--- config.mk ---
export PLATFORM = sky130hd
export DESIGN_NAME = fpnew_mx_block_classifier
export DESIGN_NICKNAME = d
export VERILOG_FILES = /design/src/rtl/fpnew_mx_block_classifier_pkg.sv /design/src/rtl/mx_lane_classify.sv /design/src/rtl/fpnew_mx_block_classifier.sv
export SDC_FILE = /design/constraint.sdc
export NUM_CORES = 1
export LEC_CHECK = 0
export ABC_AREA = 0
export CAP_MARGIN = 5
export CORE_MARGIN = 2
export CORE_UTILIZATION = 40
export CTS_BUF_LIST = sky130_fd_sc_hd__clkbuf_2
export CTS_CLUSTER_SIZE = 28
export DETAILED_ROUTE_END_ITERATION = 10
export HOLD_SLACK_MARGIN = 0.15
export PLACE_DENSITY = 0.71
export SYNTH_ARGS = -nofsm -noshare
export SYNTH_HDL_FRONTEND = slang
export SYNTH_SLANG_ARGS = --single-unit
--- constraint.sdc ---
create_clock -name clk_i -period 4 [get_ports clk_i]
set_clock_uncertainty 0.15 [all_clocks]
set_input_delay 0.8 -clock clk_i [delete_from_list [all_inputs] [get_ports clk_i]]
set_output_delay 0.8 -clock clk_i [all_outputs]
set_load 0.05 [all_outputs]
--- src/rtl/fpnew_mx_block_classifier_pkg.sv ---
// Shared types and helpers for the MX block classifier.
// Element formats, per-element classification record and block summary record.
package fpnew_mx_block_classifier_pkg;

    // Per-element classification flags, bit-compatible with the FPnew record.
    typedef struct packed {
        logic is_normal;
        logic is_subnormal;
        logic is_zero;
        logic is_inf;
        logic is_nan;
        logic is_signalling;
        logic is_quiet;
        logic is_boxed;
    } fp_info_t;

    // MX element formats; encodings 5..7 are illegal.
    typedef enum logic [2:0] {
        MX_E5M2 = 3'd0,
        MX_E4M3 = 3'd1,
        MX_E3M2 = 3'd2,
        MX_E2M3 = 3'd3,
        MX_E2M1 = 3'd4
    } mx_fmt_e;

    localparam int unsigned MxExpW = 5;
    localparam int unsigned MxCntW = 16;

    // Running summary over the elements of one block.
    typedef struct packed {
        logic              has_nan;
        logic              has_inf;
        logic [MxCntW-1:0] zero_cnt;
        logic [MxExpW-1:0] max_exp;
    } mx_blk_stats_t;

    function automatic logic mx_fmt_legal(input logic [2:0] fmt);
        return fmt <= 3'd4;
    endfunction

    function automatic int unsigned mx_exp_bits(input mx_fmt_e fmt);
        case (fmt)
            MX_E5M2: return 5;
            MX_E4M3: return 4;
            MX_E3M2: return 3;
            MX_E2M3: return 2;
            MX_E2M1: return 2;
            default: return 0;
        endcase
    endfunction

    function automatic int unsigned mx_man_bits(input mx_fmt_e fmt);
        case (fmt)
            MX_E5M2: return 2;
            MX_E4M3: return 3;
            MX_E3M2: return 2;
            MX_E2M3: return 3;
            MX_E2M1: return 1;
            default: return 0;
        endcase
    endfunction

endpackage

--- src/rtl/mx_lane_classify.sv ---
// Combinational classifier for one MX element.
// Produces the FPnew-style info record and the raw biased exponent.
module mx_lane_classify
    import fpnew_mx_block_classifier_pkg::*;
(
    input  logic [2:0] fmt_i,
    input  logic [7:0] elem_i,
    output fp_info_t   info_o,
    output logic [4:0] exp_o
);

    mx_fmt_e     fmt;
    logic        legal;
    int unsigned eb;
    int unsigned mb;
    logic [7:0]  expMask;
    logic [7:0]  manMask;
    logic [7:0]  man;
    logic [4:0]  expo;
    logic        expOnes;
    logic        manMsb;

    // Split the element into exponent/mantissa fields by format, then classify.
    always_comb begin
        fmt     = mx_fmt_e'(fmt_i);
        legal   = mx_fmt_legal(fmt_i);
        eb      = mx_exp_bits(fmt);
        mb      = mx_man_bits(fmt);
        expMask = 8'((32'd1 << eb) - 32'd1);
        manMask = 8'((32'd1 << mb) - 32'd1);
        man     = elem_i & manMask;
        expo    = 5'((elem_i >> mb) & expMask);
        expOnes = ({3'b000, expo} == expMask);
        manMsb  = |(man & 8'((32'd1 << mb) >> 1));
        info_o  = '0;
        exp_o   = expo;

        if (!legal) begin
            info_o.is_nan   = 1'b1;
            info_o.is_quiet = 1'b1;
            exp_o           = '0;
        end else begin
            info_o.is_boxed = 1'b1;
            if (expo == '0) begin
                if (man == '0) begin
                    info_o.is_zero = 1'b1;
                end else begin
                    info_o.is_subnormal = 1'b1;
                end
            end else if (fmt == MX_E5M2 && expOnes) begin
                if (man == '0) begin
                    info_o.is_inf = 1'b1;
                end else begin
                    info_o.is_nan        = 1'b1;
                    info_o.is_quiet      = manMsb;
                    info_o.is_signalling = !manMsb;
                end
            end else if (fmt == MX_E4M3 && expOnes && man == 8'd7) begin
                info_o.is_nan   = 1'b1;
                info_o.is_quiet = 1'b1;
            end else begin
                info_o.is_normal = 1'b1;
            end
        end
    end

endmodule

--- src/rtl/fpnew_mx_block_classifier.sv ---
// MX block classifier: classifies NumLanes elements per beat, tracks beat
// position inside a block and (optionally) a NaN/inf/zero/max-exponent summary.
// Optional feature macro: MX_CLASSIFIER_STATS_EN enables the block summary.
module fpnew_mx_block_classifier
    import fpnew_mx_block_classifier_pkg::*;
#(
    parameter int unsigned NumLanes  = 8,
    parameter int unsigned BlockSize = 32
) (
    input  logic                             clk_i,
    input  logic                             rst_i,
    input  logic [2:0]                       fmt_i,
    input  logic [NumLanes*8-1:0]            operands_i,
    input  logic                             in_valid_i,
    output logic                             in_ready_o,
    output fp_info_t [NumLanes-1:0]          info_o,
    output logic                             out_valid_o,
    input  logic                             out_ready_i,
    output logic                             out_last_o,
    output logic                             blk_nan_o,
    output logic                             blk_inf_o,
    output logic [$clog2(BlockSize+1)-1:0]   blk_zero_cnt_o,
    output logic [4:0]                       blk_max_exp_o
);

    localparam int unsigned BeatsPerBlock = BlockSize / NumLanes;
    localparam int unsigned CntW          = (BeatsPerBlock > 1) ? $clog2(BeatsPerBlock) : 1;
    localparam int unsigned ZcW           = $clog2(BlockSize + 1);

    if ((BlockSize % NumLanes) != 0 || BlockSize < NumLanes) begin : gen_cfg_err
        $error("BlockSize must be a nonzero multiple of NumLanes");
    end

    logic [CntW-1:0]         cnt_q, cnt_d;
    logic [2:0]              fmt_q, fmt_d;
    logic                    outValid_q, outValid_d;
    logic                    outLast_q, outLast_d;
    fp_info_t [NumLanes-1:0] info_q, info_d;

    logic                    accept;
    logic                    firstBeat;
    logic                    lastBeat;
    logic [2:0]              fmtEff;
    fp_info_t [NumLanes-1:0] laneInfo;
    logic [NumLanes-1:0][4:0] laneExp;

    assign in_ready_o  = !outValid_q || out_ready_i;
    assign accept      = in_valid_i && in_ready_o;
    assign firstBeat   = (cnt_q == '0);
    assign lastBeat    = (cnt_q == CntW'(BeatsPerBlock - 1));
    // The first beat of a block uses the live format; later beats use the latched one.
    assign fmtEff      = firstBeat ? fmt_i : fmt_q;
    assign out_valid_o = outValid_q;
    assign out_last_o  = outLast_q;
    assign info_o      = info_q;

    for (genvar i = 0; i < NumLanes; i++) begin : gen_lane
        mx_lane_classify u_lane (
            .fmt_i  (fmtEff),
            .elem_i (operands_i[i*8 +: 8]),
            .info_o (laneInfo[i]),
            .exp_o  (laneExp[i])
        );
    end

    // Next-state for the output register, beat counter and latched format.
    always_comb begin
        cnt_d      = cnt_q;
        fmt_d      = fmt_q;
        outValid_d = outValid_q;
        outLast_d  = outLast_q;
        info_d     = info_q;
        if (outValid_q && out_ready_i) begin
            outValid_d = 1'b0;
        end
        if (accept) begin
            outValid_d = 1'b1;
            outLast_d  = lastBeat;
            info_d     = laneInfo;
            cnt_d      = lastBeat ? '0 : cnt_q + CntW'(1);
            if (firstBeat) begin
                fmt_d = fmt_i;
            end
        end
    end

    // Output beat, counter and format registers.
    always_ff @(posedge clk_i or posedge rst_i) begin
        if (rst_i) begin
            cnt_q      <= '0;
            fmt_q      <= '0;
            outValid_q <= 1'b0;
            outLast_q  <= 1'b0;
            info_q     <= '0;
        end else begin
            cnt_q      <= cnt_d;
            fmt_q      <= fmt_d;
            outValid_q <= outValid_d;
            outLast_q  <= outLast_d;
            info_q     <= info_d;
        end
    end

`ifdef MX_CLASSIFIER_STATS_EN
    mx_blk_stats_t beatStats;
    mx_blk_stats_t accBase;
    mx_blk_stats_t merged;
    mx_blk_stats_t acc_q, acc_d;
    logic          blkNan_q, blkNan_d;
    logic          blkInf_q, blkInf_d;
    logic [ZcW-1:0] blkZeroCnt_q, blkZeroCnt_d;
    logic [4:0]    blkMaxExp_q, blkMaxExp_d;

    // Summary contribution of the beat currently on the input.
    always_comb begin
        beatStats = '0;
        for (int i = 0; i < NumLanes; i++) begin
            beatStats.has_nan  = beatStats.has_nan | laneInfo[i].is_nan;
            beatStats.has_inf  = beatStats.has_inf | laneInfo[i].is_inf;
            beatStats.zero_cnt = beatStats.zero_cnt + MxCntW'(laneInfo[i].is_zero);
            if (!laneInfo[i].is_nan && laneExp[i] > beatStats.max_exp) begin
                beatStats.max_exp = laneExp[i];
            end
        end
    end

    // Merge into the running block summary; the first beat starts a fresh summary.
    always_comb begin
        accBase         = firstBeat ? '0 : acc_q;
        merged.has_nan  = accBase.has_nan | beatStats.has_nan;
        merged.has_inf  = accBase.has_inf | beatStats.has_inf;
        merged.zero_cnt = accBase.zero_cnt + beatStats.zero_cnt;
        merged.max_exp  = (beatStats.max_exp > accBase.max_exp) ? beatStats.max_exp : accBase.max_exp;
        acc_d        = acc_q;
        blkNan_d     = blkNan_q;
        blkInf_d     = blkInf_q;
        blkZeroCnt_d = blkZeroCnt_q;
        blkMaxExp_d  = blkMaxExp_q;
        if (accept) begin
            acc_d        = lastBeat ? '0 : merged;
            blkNan_d     = lastBeat & merged.has_nan;
            blkInf_d     = lastBeat & merged.has_inf;
            blkZeroCnt_d = lastBeat ? ZcW'(merged.zero_cnt) : '0;
            blkMaxExp_d  = lastBeat ? merged.max_exp : '0;
        end
    end

    // Accumulator and registered block summary.
    always_ff @(posedge clk_i or posedge rst_i) begin
        if (rst_i) begin
            acc_q        <= '0;
            blkNan_q     <= 1'b0;
            blkInf_q     <= 1'b0;
            blkZeroCnt_q <= '0;
            blkMaxExp_q  <= '0;
        end else begin
            acc_q        <= acc_d;
            blkNan_q     <= blkNan_d;
            blkInf_q     <= blkInf_d;
            blkZeroCnt_q <= blkZeroCnt_d;
            blkMaxExp_q  <= blkMaxExp_d;
        end
    end

    assign blk_nan_o      = blkNan_q;
    assign blk_inf_o      = blkInf_q;
    assign blk_zero_cnt_o = blkZeroCnt_q;
    assign blk_max_exp_o  = blkMaxExp_q;
`else
    logic unused_lane_exp;

    assign unused_lane_exp = ^laneExp;
    assign blk_nan_o       = 1'b0;
    assign blk_inf_o       = 1'b0;
    assign blk_zero_cnt_o  = '0;
    assign blk_max_exp_o   = '0;
`endif

endmodule

==> flow_summary_export.csv, run 1 <==
group,metric,value,unit
sta,slew_headroom,0.3263,
logic_synthesis,synth.cell_area,4609,sq um
layout,n_antenna_cell,0,
clock_network,clkSinkCount,64,
detailed_routing,wl_per_cell,20.32,microns
clock_network,htreeDepth,3,
layout,regArea,1602,sq um
worst_setup_path,path_cells,"inv_1 > ha_1 > mux2i_4 > buf_4 > nand2_1 > a32oi_1 > nand3_1 > o31ai_1 > o211a_1",
worst_setup_path,r2r_slack,0.38,ns
worst_setup_path,cp.buffers_inverters,2,
place,placed_area,5957,sq um
logic_synthesis,synth_top_cell_by_area,"dfrtp_1",
sta,setup_violations,0,
detailed_routing,ant_nets,0,
logic_synthesis,ys.flop_type,"dfrtp_1",
place,dp_cells,783,
logic_synthesis,synthCells,532,
logic_synthesis,yosys_warnings,0,
sta,hold_violations,0,
global_route,grt_start_max_net_pins,55,
sta,min_period_over_period,0.9045,
clock_network,postCtsHoldBufs,0,
logic_synthesis,synth.top_cell.area_share,0.3474,
die,floorplan.initialDensity,0.4072,
die,die_w,111.3,microns
logic_synthesis,synth_area_leaders,"dfrtp_1, nand2_1, buf_4",
sta,maxSlewViolCount,0,
sta,rsz0062_at_grt,"false",
clock_network,ctsResizeCount,0,
flow_run,cap_viol_max_count,0,
min_path,hp-class,"flop to flop",
clock_network,clk_latency,0.52,ns
worst_setup_path,critPathKind,"flop to flop",
detailed_routing,drc_errors,0,
clock_network,clk_pin_slew,0.19,ns
worst_setup_path,cp_slowest_stage_delay,0.68,ns
logic_synthesis,yosysUniqueCellTypes,67,
sta,finalSetupTns,0,ns
layout,syn2layout_area_growth,30.86,%
detailed_routing,num_vias,5022,
die,die_h,111.3,microns
logic_synthesis,synth_edf_count,0,
worst_setup_path,path_max_fanout,20,
layout,stdcell_count,798,
die,core.rowCount,39,
worst_setup_path,cp_data_required_time,4.31,ns
layout,drive_above_1_share,0.07939,
worst_setup_path,cpMaxStageDelayCell,"mux2i_4",
sta,fmax,276.4,MHz
clock_network,clockRootBuffer,"clkbuf_2",
worst_setup_path,worstPathArrival,3.93,ns
layout,multi_input_area,2633,sq um
logic_synthesis,ys_ff_latch,64,
global_route,antenna_found_initial,0,
clock_network,cts_setup_buffers,0,
power,p_leak,2.413,nW
detailed_routing,maxUsedRoutingLayer,"met4",
status,status,"finished clean",
global_route,first_global_vias,4844,
logic_synthesis,synth.most_common_cell,"nand2_1",
layout,num-fill-cells,1068,
worst_setup_path,endpoint_kind,"flop",
logic_synthesis,async_flop_share,1.000,
sta,tightest_slew,1.009,ns
power,powerDensity,809.9,nW/um^2
detailed_routing,vias_per_cell,6.293,
logic_synthesis,synthTopCellsByCount,"nand2_1, dfrtp_1, o21ai_0",
logic_synthesis,ys_seq_area_frac,0.3474,
sta,fin_ws,0.3819,ns
place,dp_hpwl,11.63,mm
detailed_routing,met3_length,1.630,mm
die,core_area,11320,sq um
global_route,grt_pass1_wl,25.68,mm
detailed_routing,wl_met2,7.193,mm
place,gp_congestion,0.8891,
layout,final_cell_area,6032,sq um
detailed_routing,routed_wl,16.22,mm
detailed_routing,met1Wirelength,6.899,mm
detailed_routing,drt_iter0_markers,576,
sta,fin_crit,3.618,ns
die,boundaryPins,151,
logic_synthesis,syn_avg_cell_area,8.664,sq um
power,max-vdd-ir-drop,0.4721,mV
clock_network,cts_buffers,9,
clock_network,clk_path_buf_depth,2,
global_route,grt_overflow,0,
layout,final_nets,725,
worst_setup_path,crit_path_start_kind,"flop",
place,dpl_worst_slack,0.3442,ns
worst_setup_path,path_delay_family,"compound AO/OA/AOI/OAI gates",
detailed_routing,drt-pass1-iter-count,7,
clock_network,cts_tree,"yes",
global_route,track_usage,0.2588,
place,io_buffer_count,137,
die,dieArea,12400,sq um
[worst min-delay path: cells and delay by family, from the launching register on]
family	cells	cell delay, ns
flops	1	0.38
simple gates	2	0.10
[state kept, by name, summed over array words and instances, names as in the netlist]
| signal | cells |
|---|---|
| info_o | 57 |
| fmt_q | 3 |
| out_valid_o | 1 |
| out_last_o | 1 |
| cnt_q | 2 |
[per-stage QoR]
stage,power [mW],util,hold WS (ns)
after floorplan,3.581,-,0.3791
after global placement,4.471,0.5262,0.3127
after detailed placement,4.523,0.5262,0.3189
after CTS,4.859,0.5328,0.3549
after global routing,5.189,0.5328,0.3908
final,4.886,0.5328,0.3527
[cells by family (layout without fill, tap and decap cells)]
group	after synthesis	count (layout)	share of synthesized area
buffers and inverters	70	181	0.09392
AND/OR/NAND/NOR	167	167	0.1683
other	1	13	0.0008136
adder cells (fa/ha/maj)	3	3	0.008144
AO/OA/AOI/OAI	207	207	0.3309
multiplexers	20	20	0.05049
flip-flops	64	64	0.3474
[cell type report]
type,instances,area share
clock buffers,10,0.008297
clock inverters,5,0.004149
inverters,12,0.007467
multi-input cells,410,0.4364
flip-flops and latches,64,0.2655
well taps,143,0.02966
repair buffers,154,0.2485
[placed cells by master, fill, tap and decap left out, types with 4 or more instances in the layout]
cell             netlist  layout
o211ai_1              15      15
o31ai_1               15      15
clkbuf_2               0      10
nand2b_1               4       4
mux2i_1               15      14
o211a_1                6       6
a221oi_1               5       5
clkdlybuf4s50_1        0     137
o22ai_1                4       4
a22oi_1               15      15
a32o_1                12      12
a211oi_1               8       8
a21boi_0               5       5
nand2_1               81      81
o21a_1                 4       4
a21oi_1               31      31
o31ai_2                4       4
inv_1                 12      11
or3_1                  4       4
nand3_1               13      13
o21ai_0               34      34
o22a_1                 4       4
a22o_1                 5       5
dfrtp_1               64      64
a32oi_1                5       5
nand4_1                9       9
and3_1                 7       7
conb_1                 1      13
buf_4                 25      17
nor2_1                28      28
nor4_1                 7       7
[power by group]
group	total [mW]	switching, mW	internal (mW)	leakage [nW]
logic	3.56	2.37	1.19	1.53
registers	1.00	0.148	0.854	0.827
clock network	0.323	0.248	0.0747	0.0526
total	4.89	2.77	2.11	2.41
[final timing paths]
check / from / endpoint / depth (start not counted)
max reg2reg: cnt_q[0] / info_o[9] / 9
min reg2reg: out_last_o / out_last_o / 2
max: cnt_q[0] / info_o[9] / 9
max in group asynchronous: rst_i / info_o[58] / 3
min in group asynchronous: rst_i / cnt_q[0] / 2
min: out_last_o / out_last_o / 2
[layer usage]
metal  vias to the layer above  GRT usage
li1                       2240          -
met1                      2391     0.3507
met2                       342     0.4016
met3                        49    0.06913
met4                         0    0.09218
met5                         -          0
Power figures use the tool's default switching activity.
==> run 2: changes to the inputs <==
--- a/config.mk
+++ b/config.mk
@@ -8,12 +8,11 @@
 export ABC_AREA = 0
 export CAP_MARGIN = 5
 export CORE_MARGIN = 2
-export CORE_UTILIZATION = 40
+export CORE_UTILIZATION = 35
 export CTS_BUF_LIST = sky130_fd_sc_hd__clkbuf_2
 export CTS_CLUSTER_SIZE = 28
 export DETAILED_ROUTE_END_ITERATION = 10
 export HOLD_SLACK_MARGIN = 0.15
-export PLACE_DENSITY = 0.71
 export SYNTH_ARGS = -nofsm -noshare
 export SYNTH_HDL_FRONTEND = slang
 export SYNTH_SLANG_ARGS = --single-unit
==> run 2 against run 1 <==
Cell count grew 3.9%; worst hold slack worse by 0.11 ns; largest cell class unchanged; sequential cell count unchanged; setup slack improved by 0.045 ns; clock power up 8.0%.
==> flow_summary_export.csv, run 2 (synthesis gave the netlist of run 1 again) <==
group,metric,value,unit
place,io_buffer_count,137,
detailed_routing,num_vias,4986,
global_route,grt_start_max_net_pins,55,
global_route,grt_overflow,0,
clock_network,cts_buffers,9,
global_route,antenna_found_initial,0,
die,boundaryPins,151,
global_route,gr-usage-met3,0.05647,
place,dpl_worst_slack,0.3556,ns
sta,hold_violations,0,
detailed_routing,drt-pass1-iter-count,5,
global_route,grt_pass1_wl,25.81,mm
power,max-vdd-ir-drop,0.3577,mV
worst_setup_path,critPathKind,"flop to flop",
die,core.rowCount,41,
clock_network,cts_tree,"yes",
layout,syn2layout_area_growth,31.92,%
detailed_routing,vias_per_cell,6.014,
layout,final_cell_mix,"clkdlybuf4s50_1, nand2_1, dfrtp_1, o21ai_0, a21oi_1",
global_route,met2_usage,0.3592,
worst_setup_path,cp_data_required_time,4.25,ns
sta,min_period_over_period,0.8934,
detailed_routing,routed_wl,16.57,mm
die,die_h,118.8,microns
flow_run,cap_viol_max_count,0,
detailed_routing,drc_errors,0,
worst_setup_path,endpoint_kind,"flop",
clock_network,ctsResizeCount,0,
clock_network,clk_path_buf_depth,2,
sta,slew_headroom,0.3377,
power,p_leak,2.423,nW
global_route,track_usage,0.2314,
layout,largest_reg_flops,57,
worst_setup_path,path_max_fanout,27,
detailed_routing,drt_iter0_markers,323,
layout,final_common_cell,"clkdlybuf4s50_1",
layout,final_nets,726,
sta,fmax,279.8,MHz
min_path,hp-class,"input pin to asynchronous set/reset pin",
worst_setup_path,worstPathArrival,3.82,ns
global_route,top_usage_layer,"met2",
clock_network,clk_latency,0.54,ns
power,pwr-share-seq,0.206,
place,gp_congestion,0.9718,
clock_network,postCtsHoldBufs,0,
layout,regArea,1602,sq um
power,p_sw_frac,0.5665,
global_route,first_global_vias,4799,
detailed_routing,ant_nets,0,
power,combPwrFrac,0.723,
status,status,"finished clean",
die,die_w,118.8,microns
power,powerDensity,807.1,nW/um^2
sta,tightest_slew,0.9897,ns
sta,fin_ws,0.4265,ns
detailed_routing,wl_per_cell,19.98,microns
power,clockPowerShare,0.071,
power,p_switching,2.780,mW
layout,multi_input_area,2624,sq um
sta,fin_crit,3.574,ns
layout,drive_above_1_share,0.08371,
worst_setup_path,crit_path_start_kind,"flop",
clock_network,clk_pin_slew,0.20,ns
die,core_area,12720,sq um
sta,rsz0062_at_grt,"false",
sta,setup_violations,0,
power,p_int,2.128,mW
layout,n_antenna_cell,0,
clock_network,cts_setup_buffers,0,
die,dieArea,14100,sq um
clock_network,clkSinkCount,64,
clock_network,clockRootBuffer,"clkbuf_2",
clock_network,htreeDepth,3,
die,floorplan.initialDensity,0.3623,
place,dp_hpwl,11.98,mm
sta,finalSetupTns,0,ns
global_route,grt_use_met1,0.3109,
layout,num-fill-cells,1254,
sta,maxSlewViolCount,0,
==> run 2: changes by cell type in the layout (fill, tap and decap cells not counted), sizes merged <==
cell / before / now
buf: 17 / 18
clkbuf: 10 / 11
==> run 2: power groups by stage <==
stage / clock [mW] / combinational, mW / sequential (mW)
6_report: 0.349 / 3.55 / 1.01
5_1_grt: 0.384 / 3.79 / 1.04
4_1_cts: 0.361 / 3.53 / 1.01
3_5_place_dp: 0 / 3.52 / 1.02
3_3_place_gp: 0 / 3.48 / 1.02
2_1_floorplan: 0 / 1.92 / 1.66
==> run 2: worst paths after layout <==
kind                            startpoint    endpoint  slack [ns]  cells past startpoint
worst max register to register    cnt_q[0]  info_o[15]        0.43                      9
worst min-delay path                 rst_i  info_o[52]        0.24                      2
max in group asynchronous            rst_i  info_o[11]        2.68                      3
worst min register to register  info_o[31]  info_o[31]        0.36                      2
worst max-delay path              cnt_q[0]  info_o[15]        0.43                      9
min in group clk_i              info_o[31]  info_o[31]        0.36                      2
==> run 2: layer usage <==
layer  part of all wire  wire [microns]
met1               0.43            7204
met2               0.45            7448
met3              0.097            1605
met4              0.019             309
met5                  0               0
==> run 2: critical path: stages, from the launching register on <==
cell and delay, ns:
dfrtp_1 0.43, inv_1 0.07, ha_1 0.67, mux2i_2 0.61, buf_4 0.41, nand2_1 0.09
a32oi_1 0.30, nand3_1 0.19, o31ai_1 0.36, o21ai_0 0.15
==> run 2: cell type report <==
cell class	instances	share of cell area
clock inverters	5	0.005556
flip-flops and latches	64	0.2634
repair buffers	155	0.2477
well taps	172	0.03539
multi-input cells	410	0.4315
inverters	12	0.007407
clock buffers	11	0.009054
==> run 2: metrics by stage <==
step	utilization	power (mW)	std cells	hold slack [ns]	area [sq um]
6_report	0.4780	4.908	829	0.2403	6081
5_1_grt	0.4780	5.211	829	0.2213	6081
4_1_cts	0.4780	4.903	829	0.2172	6081
3_5_place_dp	0.4710	4.538	813	0.3212	5992
3_3_place_gp	0.4710	4.506	813	0.3167	5992
2_1_floorplan	-	3.581	544	0.3791	4654
